`src/rtl/mem_port_arbiter_if.sv`:
```
// Bundles the fetch, data and memory-side signals of the unified memory port arbiter.
// The slave modport is the arbiter's view; master is the pipeline/memory side.
interface mem_port_arbiter_if #(
   parameter int DATA_WIDTH = 32,
   parameter int ADDR_WIDTH = 32
);
   logic                  if_req;
   logic [ADDR_WIDTH-1:0] if_addr;
   logic                  if_kill;
   logic                  if_ack;
   logic [DATA_WIDTH-1:0] if_rdata;

   logic                  dm_req;
   logic                  dm_we;
   logic [3:0]            dm_be;
   logic [ADDR_WIDTH-1:0] dm_addr;
   logic [DATA_WIDTH-1:0] dm_wdata;
   logic                  dm_ack;
   logic [DATA_WIDTH-1:0] dm_rdata;

   logic                  mem_en;
   logic                  mem_we;
   logic [3:0]            mem_be;
   logic [ADDR_WIDTH-1:0] mem_addr;
   logic [DATA_WIDTH-1:0] mem_wdata;
   logic [DATA_WIDTH-1:0] mem_rdata;

   logic                  busy;

   modport slave (
      input  if_req, if_addr, if_kill,
      output if_ack, if_rdata,
      input  dm_req, dm_we, dm_be, dm_addr, dm_wdata,
      output dm_ack, dm_rdata,
      output mem_en, mem_we, mem_be, mem_addr, mem_wdata,
      input  mem_rdata,
      output busy
   );

   modport master (
      output if_req, if_addr, if_kill,
      input  if_ack, if_rdata,
      output dm_req, dm_we, dm_be, dm_addr, dm_wdata,
      input  dm_ack, dm_rdata,
      input  mem_en, mem_we, mem_be, mem_addr, mem_wdata,
      output mem_rdata,
      input  busy
   );
endinterface

```
`src/rtl/mem_port_arbiter.sv`:
```
// Fetch/data arbiter for a single-ported unified memory: fixed-latency
// issue/wait/response sequencing, data priority with a fetch starvation guard.
module mem_port_arbiter #(
   parameter int DATA_WIDTH    = 32,
   parameter int ADDR_WIDTH    = 32,
   parameter int MEM_LAT       = 2,
   parameter int DM_MAX_CONSEC = 4
) (
   input logic               clk,
   input logic               rst,
   mem_port_arbiter_if.slave bus
);
   localparam int LAT_W = $clog2(MEM_LAT + 1);
   localparam int SC_W  = $clog2(DM_MAX_CONSEC + 1);
   localparam logic [LAT_W-1:0] LAT_LOAD = LAT_W'(MEM_LAT);
   localparam logic [SC_W-1:0]  SC_MAX   = SC_W'(DM_MAX_CONSEC);

   typedef enum logic [1:0] {S_IDLE, S_ISSUE, S_WAIT, S_RESP} state_t;

   state_t                state_q, state_d;
   logic                  owner_dm_q, owner_dm_d;
   logic                  owner_we_q, owner_we_d;
   logic                  killed_q, killed_d;
   logic [LAT_W-1:0]      lat_cnt_q, lat_cnt_d;
   logic [SC_W-1:0]       starve_cnt_q, starve_cnt_d;
   logic                  mem_en_q, mem_en_d;
   logic                  mem_we_q, mem_we_d;
   logic [3:0]            mem_be_q, mem_be_d;
   logic [ADDR_WIDTH-1:0] mem_addr_q, mem_addr_d;
   logic [DATA_WIDTH-1:0] mem_wdata_q, mem_wdata_d;
   logic                  if_ack_q, if_ack_d;
   logic                  dm_ack_q, dm_ack_d;
   logic [DATA_WIDTH-1:0] if_rdata_q, if_rdata_d;
   logic [DATA_WIDTH-1:0] dm_rdata_q, dm_rdata_d;
   logic                  busy_q, busy_d;
   logic                  grant_dm;
   logic                  kill_hit;

   always_comb begin
      state_d      = state_q;
      owner_dm_d   = owner_dm_q;
      owner_we_d   = owner_we_q;
      killed_d     = killed_q;
      lat_cnt_d    = lat_cnt_q;
      starve_cnt_d = starve_cnt_q;
      mem_en_d     = 1'b0;
      mem_we_d     = 1'b0;
      mem_be_d     = 4'h0;
      mem_addr_d   = mem_addr_q;
      mem_wdata_d  = mem_wdata_q;
      if_ack_d     = 1'b0;
      dm_ack_d     = 1'b0;
      if_rdata_d   = if_rdata_q;
      dm_rdata_d   = dm_rdata_q;
      busy_d       = busy_q;
      grant_dm     = 1'b0;
      // A kill only matters while a fetch owns the port.
      kill_hit     = bus.if_kill && !owner_dm_q;

      case (state_q)
         S_IDLE: begin
            if (bus.if_req || bus.dm_req) begin
               grant_dm   = bus.dm_req && !(bus.if_req && (starve_cnt_q == SC_MAX));
               state_d    = S_ISSUE;
               busy_d     = 1'b1;
               mem_en_d   = 1'b1;
               owner_dm_d = grant_dm;
               killed_d   = 1'b0;
               if (grant_dm) begin
                  owner_we_d  = bus.dm_we;
                  mem_we_d    = bus.dm_we;
                  mem_be_d    = bus.dm_be;
                  mem_addr_d  = bus.dm_addr;
                  mem_wdata_d = bus.dm_wdata;
                  if (!bus.if_req)
                     starve_cnt_d = '0;
                  else if (starve_cnt_q != SC_MAX)
                     starve_cnt_d = starve_cnt_q + 1'b1;
               end else begin
                  owner_we_d   = 1'b0;
                  mem_be_d     = 4'hF;
                  mem_addr_d   = bus.if_addr;
                  mem_wdata_d  = '0;
                  starve_cnt_d = '0;
               end
            end
         end
         S_ISSUE: begin
            lat_cnt_d = LAT_LOAD;
            state_d   = S_WAIT;
            if (kill_hit)
               killed_d = 1'b1;
         end
         S_WAIT: begin
            lat_cnt_d = lat_cnt_q - 1'b1;
            if (kill_hit)
               killed_d = 1'b1;
            if (lat_cnt_q == LAT_W'(1)) begin
               // The memory cycle always runs to completion; a killed fetch just drops its reply.
               if (!owner_dm_q && (killed_q || bus.if_kill)) begin
                  state_d = S_IDLE;
                  busy_d  = 1'b0;
               end else begin
                  state_d = S_RESP;
                  if (owner_dm_q) begin
                     dm_ack_d = 1'b1;
                     if (!owner_we_q)
                        dm_rdata_d = bus.mem_rdata;
                  end else begin
                     if_ack_d   = 1'b1;
                     if_rdata_d = bus.mem_rdata;
                  end
               end
            end
         end
         S_RESP: begin
            state_d = S_IDLE;
            busy_d  = 1'b0;
         end
         default: begin
            state_d = S_IDLE;
            busy_d  = 1'b0;
         end
      endcase
   end

   always_ff @(posedge clk) begin
      if (rst) begin
         state_q      <= S_IDLE;
         owner_dm_q   <= 1'b0;
         owner_we_q   <= 1'b0;
         killed_q     <= 1'b0;
         lat_cnt_q    <= '0;
         starve_cnt_q <= '0;
         mem_en_q     <= 1'b0;
         mem_we_q     <= 1'b0;
         mem_be_q     <= 4'h0;
         mem_addr_q   <= '0;
         mem_wdata_q  <= '0;
         if_ack_q     <= 1'b0;
         dm_ack_q     <= 1'b0;
         if_rdata_q   <= '0;
         dm_rdata_q   <= '0;
         busy_q       <= 1'b0;
      end else begin
         state_q      <= state_d;
         owner_dm_q   <= owner_dm_d;
         owner_we_q   <= owner_we_d;
         killed_q     <= killed_d;
         lat_cnt_q    <= lat_cnt_d;
         starve_cnt_q <= starve_cnt_d;
         mem_en_q     <= mem_en_d;
         mem_we_q     <= mem_we_d;
         mem_be_q     <= mem_be_d;
         mem_addr_q   <= mem_addr_d;
         mem_wdata_q  <= mem_wdata_d;
         if_ack_q     <= if_ack_d;
         dm_ack_q     <= dm_ack_d;
         if_rdata_q   <= if_rdata_d;
         dm_rdata_q   <= dm_rdata_d;
         busy_q       <= busy_d;
      end
   end

   assign bus.if_ack    = if_ack_q;
   assign bus.if_rdata  = if_rdata_q;
   assign bus.dm_ack    = dm_ack_q;
   assign bus.dm_rdata  = dm_rdata_q;
   assign bus.mem_en    = mem_en_q;
   assign bus.mem_we    = mem_we_q;
   assign bus.mem_be    = mem_be_q;
   assign bus.mem_addr  = mem_addr_q;
   assign bus.mem_wdata = mem_wdata_q;
   assign bus.busy      = busy_q;
endmodule

```
`src/flat_wrapper.sv`:
```
// flat-port wrapper written by rule: the top's interface ports become plain ports
module mem_port_arbiter_flat 
#(
   parameter int DATA_WIDTH    = 32,
   parameter int ADDR_WIDTH    = 32,
   parameter int MEM_LAT       = 2,
   parameter int DM_MAX_CONSEC = 4
)
  (clk, rst, bus_if_req, bus_if_addr, bus_if_kill, bus_if_ack, bus_if_rdata, bus_dm_req, bus_dm_we, bus_dm_be, bus_dm_addr, bus_dm_wdata, bus_dm_ack, bus_dm_rdata, bus_mem_en, bus_mem_we, bus_mem_be, bus_mem_addr, bus_mem_wdata, bus_mem_rdata, bus_busy);
  mem_port_arbiter_if #(.DATA_WIDTH(DATA_WIDTH), .ADDR_WIDTH(ADDR_WIDTH)) bus_i ();
  input logic clk;
  input logic rst;
  input wire logic [$bits(bus_i.if_req)-1:0] bus_if_req;
  input wire logic [$bits(bus_i.if_addr)-1:0] bus_if_addr;
  input wire logic [$bits(bus_i.if_kill)-1:0] bus_if_kill;
  output wire logic [$bits(bus_i.if_ack)-1:0] bus_if_ack;
  output wire logic [$bits(bus_i.if_rdata)-1:0] bus_if_rdata;
  input wire logic [$bits(bus_i.dm_req)-1:0] bus_dm_req;
  input wire logic [$bits(bus_i.dm_we)-1:0] bus_dm_we;
  input wire logic [$bits(bus_i.dm_be)-1:0] bus_dm_be;
  input wire logic [$bits(bus_i.dm_addr)-1:0] bus_dm_addr;
  input wire logic [$bits(bus_i.dm_wdata)-1:0] bus_dm_wdata;
  output wire logic [$bits(bus_i.dm_ack)-1:0] bus_dm_ack;
  output wire logic [$bits(bus_i.dm_rdata)-1:0] bus_dm_rdata;
  output wire logic [$bits(bus_i.mem_en)-1:0] bus_mem_en;
  output wire logic [$bits(bus_i.mem_we)-1:0] bus_mem_we;
  output wire logic [$bits(bus_i.mem_be)-1:0] bus_mem_be;
  output wire logic [$bits(bus_i.mem_addr)-1:0] bus_mem_addr;
  output wire logic [$bits(bus_i.mem_wdata)-1:0] bus_mem_wdata;
  input wire logic [$bits(bus_i.mem_rdata)-1:0] bus_mem_rdata;
  output wire logic [$bits(bus_i.busy)-1:0] bus_busy;
  assign bus_i.if_req = bus_if_req;
  assign bus_i.if_addr = bus_if_addr;
  assign bus_i.if_kill = bus_if_kill;
  assign bus_if_ack = bus_i.if_ack;
  assign bus_if_rdata = bus_i.if_rdata;
  assign bus_i.dm_req = bus_dm_req;
  assign bus_i.dm_we = bus_dm_we;
  assign bus_i.dm_be = bus_dm_be;
  assign bus_i.dm_addr = bus_dm_addr;
  assign bus_i.dm_wdata = bus_dm_wdata;
  assign bus_dm_ack = bus_i.dm_ack;
  assign bus_dm_rdata = bus_i.dm_rdata;
  assign bus_mem_en = bus_i.mem_en;
  assign bus_mem_we = bus_i.mem_we;
  assign bus_mem_be = bus_i.mem_be;
  assign bus_mem_addr = bus_i.mem_addr;
  assign bus_mem_wdata = bus_i.mem_wdata;
  assign bus_i.mem_rdata = bus_mem_rdata;
  assign bus_busy = bus_i.busy;
  mem_port_arbiter #(.DATA_WIDTH(DATA_WIDTH), .ADDR_WIDTH(ADDR_WIDTH), .MEM_LAT(MEM_LAT), .DM_MAX_CONSEC(DM_MAX_CONSEC)) u_core (.clk(clk), .rst(rst), .bus(bus_i));
endmodule
```
`config.mk`:
```
export PLATFORM = sky130hd
export DESIGN_NAME = mem_port_arbiter_flat
export DESIGN_NICKNAME = d
export VERILOG_FILES = /design/src/rtl/mem_port_arbiter_if.sv /design/src/rtl/mem_port_arbiter.sv /design/src/flat_wrapper.sv
export SDC_FILE = /design/constraint.sdc
export NUM_CORES = 1
export LEC_CHECK = 0
export CORE_ASPECT_RATIO = 0.8
export CORE_MARGIN = 2
export CORE_UTILIZATION = 25
export CTS_CLUSTER_SIZE = 40
export DETAILED_ROUTE_END_ITERATION = 8
export SYNTH_ARGS = -nofsm -noshare
export SYNTH_HDL_FRONTEND = slang
export SYNTH_SLANG_ARGS = --single-unit
export TNS_END_PERCENT = 1
```
`constraint.sdc`:
```
create_clock -name clk -period 2.48 [get_ports clk]
set_input_delay 0.496 -clock clk [delete_from_list [all_inputs] [get_ports clk]]
set_output_delay 0.496 -clock clk [all_outputs]
set_load 0.02 [all_outputs]
```
==> results of run 1 <==
==> worst max-delay path by stage <==
stage | endpoint
final | u_core.bus.mem_wdata[2]
after CTS | u_core.bus.mem_wdata[2]
after global placement | u_core.bus.mem_wdata[3]
after floorplan | u_core.bus.busy
after global routing | u_core.bus.mem_wdata[31]
after detailed placement | u_core.bus.mem_wdata[2]
==> routing by layer <==
layer	GRT usage, %	wire length, um	vias to the layer above	part of all wire, %
li1	-	-	2786	-
met1	20.2	9000	2657	46
met2	24.2	8730	194	45
met3	5.66	1520	18	7.8
met4	5.00	314	0	1.6
met5	0	0	-	0
==> sequential cells by signal, indices dropped and copies added (netlist names), 2 cells and up <==
| register | flops |
|---|---|
| u_core.bus.mem_be | 4 |
| u_core.starve_cnt_q | 3 |
| u_core.bus.mem_addr | 32 |
| u_core.lat_cnt_q | 2 |
| u_core.bus.dm_rdata | 32 |
| u_core.bus.mem_wdata | 32 |
| u_core.state_q | 2 |
| u_core.bus.if_rdata | 32 |
==> logic make-up after synthesis <==
kind of cell,after synthesis
AO/OA/AOI/OAI,212
adder cells (fa/ha/maj),9
buffers and inverters,71
flip-flops,147
multiplexers,1
AND/OR/NAND/NOR,196
==> area by class of cell <==
class                           instances  area, um^2
Clock buffer                           20         457
Clock inverter                         11         129
Fill cell                            2274       13200
Inverter                                9        33.8
Multi-Input combinational cell        418        2440
Sequential cell                       147        2940
Tap cell                              306         383
Timing Repair Buffer                  293        2930
==> tightest hold or removal path: cells and delay by family, from the launching register on <==
family           cells  cell delay, ns
AO/OA/AOI/OAI        1            0.05
AND/OR/NAND/NOR      1            0.05
flip-flops           1            0.30
==> synthesized netlist by cell type, drive strengths merged (2+ instances only) <==
cell	number	area, um^2
a211oi	2	20.0
ha	9	113
clkbuf	32	120
nor3	5	36.3
o21ai	65	325
nor2b	2	12.5
o21a	5	37.5
buf	30	203
nor2	38	143
nor3b	2	20.0
a311oi	32	280
inv	9	33.8
dfxtp	147	2940
nand2b	3	18.8
nand2	68	255
nand3	66	335
a21oi	67	335
a22o	32	289
==> per-stage QoR <==
stage	utilization (%)	power [mW]	setup WS [ns]
after floorplan	-	4.00	0.696
after global placement	38.8	4.99	0.109
after detailed placement	38.8	5.00	0.0695
after CTS	41.4	7.62	0.294
after global routing	41.4	7.88	0.182
final	41.4	7.51	0.357
==> power groups by stage <==
stage          sequential, mW  combinational, mW  clock (mW)
3_5_place_dp             2.87               2.12           0
4_1_cts                  2.83               2.13        2.67
6_report                 2.83               2.11        2.58
5_1_grt                  2.86               2.27        2.75
3_3_place_gp             2.87               2.12           0
2_1_floorplan            3.17              0.826           0
==> placed cells by master, fill, tap and decap left out, types with 2 or more instances in the layout <==
cell and instances:
clkdlybuf4s50_1 273, dfxtp_1 147, nand2_1 68, a21oi_1 67, nand3_1 65, o21ai_0 64
nor2_1 37, a311oi_1 32, a22o_1 31, clkbuf_16 17, buf_4 16, inv_1 9
ha_1 9, o21a_1 4, nor3_1 4, buf_12 4, nand2b_1 3, clkinv_4 3
nor2b_1 2, clkinvlp_4 2, clkbuf_8 2, inv_6 2, clkinv_2 2, bufinv_16 2
==> summary.md, run 1 <==
| Metric | Value |
|---|---|
| Status | finished clean |
| Final period util | around 86% |
| Clock power share | 34.3% |
| Post-synthesis xor/xnor area fraction | 0% |
| Sw frac | between 30% and 40% |
| CTS tree | built |
| Combinational power share | around 28% |
| Hold Path Depth | 2 |
| Flop2flop setup slack | 0.36 ns |
| Largest net degree at the start of global routing | between 100 and 150 |
| Area share of fa/ha/maj cells after synthesis | a little under 2% |
| Arr. time, crit path | 2.48 ns |
| Dpl cells | about 1200 |
| Slowest CP cell | nor3_4 |
| Endpoints failing setup | 0 |
| Chip height | 139 um |
| Fin. Hold Viols | 0 |
| CP startpoint | u_core.state_q[0] |
| R2R depth | 6 |
| Routed wire length | about 20 mm |
| Crit path depth | 6 |
| First-pass GRT wire length | 30.3 mm |
| Min Clock Period, post-route | roughly 2.1 ns |
| Largest stage delay on the critical path | ~0.73 ns |
| Finished layout cell area | about 9300 um^2 |
| Leak pwr | between 3 and 4 nW |
| WL/cell | about 16 um |
| Post-Synth Simple-Gate Area | about 16% |
| YS warnings | 0 |
| GRT overflow | 0 |
| WP buf/inv | 2 |
| Crit Path Class | reg -> reg |
| Slew of the pin with the lowest slew margin | about 1.1 ns |
| # diodes | 0 |
| Fin nets | approximately 1000 |
| DP HPWL | about 13 mm |
| Placer congestion estimate | around 0.77 |
| DIE AREA | roughly 24000 um^2 |
| Initial antenna violation count | 0 |
| Asr flop ratio synth | 0% |
| Worst min-delay path category | reg -> reg |
| Mean Syn Cell Area | about 9.0 um^2 |
| Setup TNS | 0 ns |
| Vias | between 5000 and 6000 |
| Cts repair resizes | 0 |
| Row cnt | 49 |
| Sequential area share after synthesis | 51.4% |
| Layout cells sized above 1 | 6.90% |
| Worst skew pair latency | approximately 0.42 ns |
| Mapped Nets | about 780 |
| Pwr dens | 806 nW/um^2 |
| Delay-heaviest family, CP | simple AND/OR/NAND/NOR gates |
| EDFF count, synth | 0 |
| Initial DRC count | between 200 and 300 |
| Final Max Tran Viols | 0 |
| Mapped Area | roughly 5700 um^2 |
| Max-cap viol count | 0 |
| Internal power component | 5.20 mW |
| Mux cell area share after synthesis | 0.197% |
| Die Wd | 173 um |
| Synth unique cells | 49 |
| Most used flip-flop cell after synthesis | dfxtp_1 |
| Min-delay src | u_core.bus.dm_rdata[17] |
| H-tree depth | 4 |
| Startpoint class of the critical path | register |
| Crit-path cells | inv_1 -> ha_1 -> nand2b_1 -> nor3_4 -> buf_4 -> a22o_1 |
| Drt pass-1 iters | 4 |
| Drt drc | 0 |
| Sw Pwr | between 2 and 2.5 mW |
| R2r endpoint | u_core.bus.mem_wdata[2] |
| Maximum vdd ir drop | approximately 0.36 mV |
| #FFs+latches synth | approximately 150 |
| Reg clk slew, reported paths | 0.06 ns |
| Post-CTS Setup Bufs | 0 |
| Sequential Power Share | a little under two fifths |
| Hold WS | 0.453 ns |
| Max Fanout on Critical Path | 20 |
| RR Startpoint | u_core.state_q[0] |
| Worst path required time | ~2.8 ns |
| Cells after synthesis | ~640 |
| Synth Area in Compound Gates | roughly 24% |
| Num CTS Buffers | 17 |
| Hold EP | u_core.bus.dm_rdata[17] |
| Placed instance area | approximately 8700 um^2 |
| Layout area overhead | 62.8% |
| Initial Util | between 20% and 30% |
| Largest family of logic cells by synthesized area | compound AO/OA/AOI/OAI gates |
| Unrepaired setup endpoints after global routing | no |
| Antenna viol nets, final | 0 |
| Worst rel slew slack | roughly a quarter |
| Vias in the first global route | about 5600 |
| Vias per inst | 4.70 |
| PortBufs | 274 |
| Post-CTS Hold Fix Bufs | 0 |
| Fmax | between 400 and 500 MHz |
| Core area | 22500 um^2 |
| Sink Count | approximately 150 |
| Final Non-Filler Cells | between 1000 and 1500 |
| Worst Clk Skew | 0.0135 ns |
| CTS Root Cell | clkbuf_16 |
| Max clock buf depth | 2 |
| Crit. End Element | register |
| Tot GR Track Use | 15.6% |
| IO Count | roughly 280 |
(Power assumes the default switching activity.)
==> run 2: changes to the inputs <==
CORE_MARGIN = default   (was 2)
==> run 2 against run 1 <==
Against the previous run:
- count of clock-buffer cells in the layout down 3
- die area is 2.6% lower
- flip-flop and latch count is the same
- combinational power about the same
- worst hold slack lost 0.00081 ns
- clock power up 12%
- first-iteration DRC count is 5.0% lower
- register-to-register slack about the same
- cell count hardly changed
- critical path type unchanged
==> summary.md, run 2 (synthesis gave the netlist of run 1 again) <==
| Metric | Value |
|---|---|
| Util after Layout | 41.8% (was 41.4%) |
| Fin. Hold Viols | 0 (unchanged) |
| Max-cap viol count | 0 (unchanged) |
| Largest net degree at the start of global routing | 66 (was 112) |
| Endpoints failing setup | 0 (unchanged) |
| Chip height | 137 um (was 139 um) |
| Post-CTS Hold Fix Bufs | 0 (unchanged) |
| Arr. time, crit path | 2.48 ns (about the same) |
| Worst min-delay path category | reg -> reg (unchanged) |
| Final Non-Filler Cells | 1203 (was 1204) |
| Placer congestion estimate | 0.698 (was 0.775) |
| Setup TNS | 0 ns (unchanged) |
| Commonest cells after routing, fill and taps aside | clkdlybuf4s50_1, dfxtp_1, nand2_1 (unchanged) |
| Finished layout cell area | 9380 um^2 (was 9320 um^2) |
| Row cnt | 49 (unchanged) |
| Initial antenna violation count | 0 (unchanged) |
| Vias per inst | 4.65 (was 4.70) |
| Final period util | 85.4% (was 85.6%) |
| IO Count | 275 (unchanged) |
| PortBufs | 274 (unchanged) |
| Internal power component | 5.47 mW (was 5.20 mW) |
| Reg clk slew, reported paths | 0.07 ns (was 0.06 ns) |
| Post-CTS Setup Bufs | 0 (unchanged) |
| Leak pwr | 3.29 nW (was 3.26 nW) |
| Sink Count | 147 (unchanged) |
| DP HPWL | 12.6 mm (was 13.4 mm) |
| Startpoint class of the critical path | register (unchanged) |
| Min Clock Period, post-route | 2.12 ns (about the same) |
| Max Fanout on Critical Path | 24 (was 20) |
| Core area | 22400 um^2 (was 22500 um^2) |
| Final WS setup | 0.362 ns (was 0.357 ns) |
| Layout cells sized above 1 | 6.91% (was 6.90%) |
| Initial DRC count | 265 (was 279) |
| Placed instance area | 8730 um^2 (was 8740 um^2) |
| Power consumption | 7.80 mW (was 7.51 mW) |
| Maximum vdd ir drop | 0.355 mV (was 0.360 mV) |
| Fin nets | 1032 (was 1033) |
| GRT overflow | 0 (unchanged) |
| Most common cell after layout, fill and taps aside | clkdlybuf4s50_1 (unchanged) |
| Hold Path Depth | 2 (unchanged) |
| Drt pass-1 iters | 4 (unchanged) |
| Routed wire length | 18.9 mm (was 19.6 mm) |
| Final Max Tran Viols | 0 (unchanged) |
| Max clock buf depth | 2 (unchanged) |
| # diodes | 0 (unchanged) |
| Slew of the pin with the lowest slew margin | 1.11 ns (was 1.13 ns) |
| CTS tree | built (unchanged) |
| Status | finished clean (unchanged) |
| Unrepaired setup endpoints after global routing | no (unchanged) |
| Min-delay src | u_core.bus.dm_rdata[7] (was u_core.bus.dm_rdata[17]) |
| Dpl cells | 1172 (was 1173) |
| Crit Path Class | reg -> reg (unchanged) |
| Pwr dens | 832 nW/um^2 (was 806 nW/um^2) |
| Vias in the first global route | 5414 (was 5569) |
| # fillers | 2266 (was 2274) |
| Antenna viol nets, final | 0 (unchanged) |
| H-tree depth | 4 (unchanged) |
| Hold WS | 0.452 ns (was 0.453 ns) |
| DIE AREA | 23500 um^2 (was 24100 um^2) |
| Hold EP | u_core.bus.dm_rdata[7] (was u_core.bus.dm_rdata[17]) |
| Layout area overhead | 63.9% (was 62.8%) |
| Flop2flop setup slack | 0.36 ns (about the same) |
| Combinational power share | 26.9% (was 28.1%) |
| Worst path required time | 2.84 ns (about the same) |
| Sw Pwr | 2.33 mW (was 2.31 mW) |
| Vias | 5590 (was 5655) |
| Num CTS Buffers | 17 (unchanged) |
| CTS Root Cell | clkbuf_16 (unchanged) |
| Tot GR Track Use | 15.7% (was 15.6%) |
| R2R depth | 6 (unchanged) |
| WL/cell | 15.7 um (was 16.2 um) |
| Worst skew pair latency | 0.42 ns (about the same) |
| DP Worst Slack | 0.00319 ns (was 0.0695 ns) |
| Sw frac | 29.9% (was 30.8%) |
| First-pass GRT wire length | 28.8 mm (was 30.3 mm) |
| Sequential Power Share | 36.2% (was 37.6%) |
| Drt drc | 0 (unchanged) |
| Worst Clk Skew | 0.0152 ns (was 0.0135 ns) |
| RR Startpoint | u_core.state_q[0] (unchanged) |
| Clock power share | 36.9% (was 34.3%) |
| Crit. End Element | register (unchanged) |
| Worst rel slew slack | 26.1% (was 24.8%) |
| R2r endpoint | u_core.bus.mem_wdata[0] (was u_core.bus.mem_wdata[2]) |
| Fmax | 472 MHz (was 471 MHz) |
| Initial Util | 25.5% (was 25.4%) |
| Cts repair resizes | 0 (unchanged) |
| Die Wd | 171 um (was 173 um) |
run 2: power groups by stage:
stage,clock network (mW),logic [mW],registers [mW]
final,2.88,2.10,2.82
after detailed placement,0,2.12,2.88
after floorplan,0,0.826,3.17
after CTS,2.97,2.13,2.83
after global routing,3.06,2.28,2.86
after global placement,0,2.10,2.87
run 2: layout make-up:
| type | count | area [um^2] | share of cell area (%) |
|---|---|---|---|
| multi-input combinational | 418 | 2440 | 26.1 |
| clock inverter | 14 | 226 | 2.41 |
| tap | 306 | 383 | 4.08 |
| inverter | 9 | 33.8 | 0.360 |
| timing repair buffer | 292 | 2930 | 31.2 |
| sequential | 147 | 2940 | 31.4 |
| clock buffer | 17 | 425 | 4.54 |
run 2: worst max path at each step:
stage,start,end,slack [ns],depth (start not counted)
floorplan,u_core.state_q[0],u_core.bus.busy,0.70,6
global route,u_core.state_q[0],u_core.bus.mem_wdata[6],0.12,6
detailed placement,bus_if_req,u_core.bus.mem_wdata[29],0.003,5
global placement,bus_if_req,u_core.bus.mem_wdata[25],0.02,5
CTS,u_core.state_q[0],u_core.bus.mem_wdata[29],0.25,6
finish,u_core.state_q[0],u_core.bus.mem_wdata[0],0.36,6
run 2: worst max-delay path: stages (launching register included):
cell and delay (ns):
dfxtp_1 0.35, inv_1 0.13, ha_1 0.19, nand2b_1 0.14
nor3_4 0.79, buf_4 0.32, a22o_1 0.14
run 2: per-layer routing:
layer  vias up  GRT usage [%]  wire (um)
met5         -              0          0
met3        15           6.09       1490
met1      2614           20.0       8890
met2       180           24.7       8320
met4         0           3.97        220
li1       2781              -          -
==> run 3: changes to the inputs <==
CORE_UTILIZATION = 35   (was 25)
PLACE_DENSITY = 0.71   (was default)
==> run 3 against run 2 <==
Against the previous run:
- sequential power about the same
- global-route usage up 5.5 points
- die area shrank 28%
- fmax is 3.2% lower
- count of clock-buffer cells in the layout rose by 4
- critical path type unchanged
- largest cell class unchanged
- highest routed layer unchanged
==> summary.md, run 3 (synthesis gave the netlist of run 1 again) <==
| Metric | Value |
|---|---|
| Status | finished clean (unchanged) |
| Maximum vdd ir drop | 0.488 mV (was 0.355 mV) |
| Arr. time, crit path | 2.54 ns (was 2.48 ns) |
| Worst skew pair latency | 0.41 ns (was 0.42 ns) |
| Drt drc | 0 (unchanged) |
| Crit-path cells | inv_1 -> ha_1 -> nand2b_1 -> nor3_4 -> buf_4 -> a22o_1 (unchanged) |
| Worst Clk Skew | 0.0127 ns (was 0.0152 ns) |
| Commonest cells after routing, fill and taps aside | clkdlybuf4s50_1, dfxtp_1, nand2_1 (unchanged) |
| Layout area overhead | 61.3% (was 63.9%) |
| Largest net degree at the start of global routing | 65 (was 66) |
| Pwr dens | 831 nW/um^2 (was 832 nW/um^2) |
| Initial antenna violation count | 0 (unchanged) |
| Layout cells sized above 1 | 6.90% (was 6.91%) |
| Post-CTS Hold Fix Bufs | 0 (unchanged) |
| Crit Path Class | reg -> reg (unchanged) |
| R2R depth | 6 (unchanged) |
| Routed wire length | 18.0 mm (was 18.9 mm) |
| DIE AREA | 16900 um^2 (was 23500 um^2) |
| Hold WS | 0.453 ns (was 0.452 ns) |
| Post-CTS Setup Bufs | 0 (unchanged) |
| Die Wd | 145 um (was 171 um) |
| Initial DRC count | 325 (was 265) |
| Worst min-delay path category | reg -> reg (unchanged) |
| Num CTS Buffers | 17 (unchanged) |
| Antenna viol nets, final | 0 (unchanged) |
| WL/cell | 16.2 um (was 15.7 um) |
| Min Clock Period, post-route | 2.19 ns (was 2.12 ns) |
| Placed instance area | 8600 um^2 (was 8730 um^2) |
| Reg clk slew, reported paths | 0.07 ns (about the same) |
| Worst rel slew slack | 29.7% (was 26.1%) |
| Chip height | 116 um (was 137 um) |
| Initial Util | 36.0% (was 25.5%) |
| Leak pwr | 3.28 nW (was 3.29 nW) |
| PortBufs | 274 (unchanged) |
| CTS tree | built (unchanged) |
| Endpoints failing setup | 0 (unchanged) |
| Startpoint class of the critical path | register (unchanged) |
| Finished layout cell area | 9230 um^2 (was 9380 um^2) |
| Drt pass-1 iters | 5 (was 4) |
| Fmax | 457 MHz (was 472 MHz) |
| Slowest CP cell | nor3_4 (unchanged) |
| GRT overflow | 0 (unchanged) |
| # fillers | 1444 (was 2266) |
| First-pass GRT wire length | 28.3 mm (was 28.8 mm) |
| Vias in the first global route | 5194 (was 5414) |
| Crit. End Element | register (unchanged) |
| Slew of the pin with the lowest slew margin | 1.05 ns (was 1.11 ns) |
| H-tree depth | 4 (unchanged) |
| Worst path required time | 2.83 ns (was 2.84 ns) |
| Tot GR Track Use | 21.2% (was 15.7%) |
| Fin. Hold Viols | 0 (unchanged) |
| # diodes | 0 (unchanged) |
| Final Max Tran Viols | 0 (unchanged) |
| Core area | 15900 um^2 (was 22400 um^2) |
| Cts repair resizes | 0 (unchanged) |
| Unrepaired setup endpoints after global routing | no (unchanged) |
| IO Count | 275 (unchanged) |
| Hold Path Depth | 2 (unchanged) |
| Fin nets | 1033 (was 1032) |
| Largest stage delay on the critical path | 0.83 ns (was 0.79 ns) |
| Most common cell after layout, fill and taps aside | clkdlybuf4s50_1 (unchanged) |
| Placer congestion estimate | 0.809 (was 0.698) |
| Final Non-Filler Cells | 1114 (was 1203) |
| Vias per inst | 5.06 (was 4.65) |
| DP HPWL | 12.2 mm (was 12.6 mm) |
| Dpl cells | 1082 (was 1172) |
| Max clock buf depth | 2 (unchanged) |
| Vias | 5642 (was 5590) |
| Setup TNS | 0 ns (unchanged) |
| Max Fanout on Critical Path | 24 (unchanged) |
| Sink Count | 147 (unchanged) |
| Row cnt | 41 (was 49) |
| CTS Root Cell | clkbuf_16 (unchanged) |
| Max-cap viol count | 0 (unchanged) |
| Final period util | 88.2% (was 85.4%) |
run 3: final timing paths:
check / startpoint / to / slack [ns]
max: u_core.state_q[0] / u_core.bus.mem_wdata[27] / 0.29
min: u_core.bus.dm_rdata[0] / u_core.bus.dm_rdata[0] / 0.45
max reg2reg: u_core.state_q[0] / u_core.bus.mem_wdata[27] / 0.29
min reg2reg: u_core.bus.dm_rdata[0] / u_core.bus.dm_rdata[0] / 0.45
run 3: worst max-delay path, delay by kind of cell (launching register included):
| family | cells | cell delay [ns] |
|---|---|---|
| flops | 1 | 0.35 |
| compound gates | 1 | 0.14 |
| fa+ha+maj | 1 | 0.19 |
| buf+inv | 2 | 0.46 |
| simple gates | 2 | 0.99 |
run 3: through the flow:
step	util, %	setup slack [ns]	total power, mW
finish	58.1	0.293	7.67
floorplan	-	0.696	4.00
detailed placement	54.1	0.0391	4.98
global route	58.1	0.110	8.04
global placement	54.1	0.0779	4.96
CTS	58.1	0.235	7.75
run 3: area by class of cell:
| cell class | instances | area, um^2 | share of cell area, % |
|---|---|---|---|
| Clock buffer | 21 | 460 | 4.99 |
| Clock inverter | 11 | 175 | 1.90 |
| Inverter | 9 | 33.8 | 0.366 |
| Multi-Input combinational cell | 418 | 2440 | 26.5 |
| Sequential cell | 147 | 2940 | 31.9 |
| Tap cell | 215 | 269 | 2.91 |
| Timing Repair Buffer | 293 | 2910 | 31.5 |
run 3: routing by layer:
metal  global-route usage, %  vias up  part of all wire, %
met5                       0        -                    0
met2                    32.5      210                   46
met1                    28.1     2628                   45
li1                        -     2788                    -
met3                    6.91       16                  7.8
met4                    7.09        0                  1.2
run 3: where the power goes:
part	internal (mW)	switching [mW]	total [mW]
Combinational	1.01	1.09	2.10
Sequential	2.66	0.166	2.83
Clock	1.74	1.00	2.74
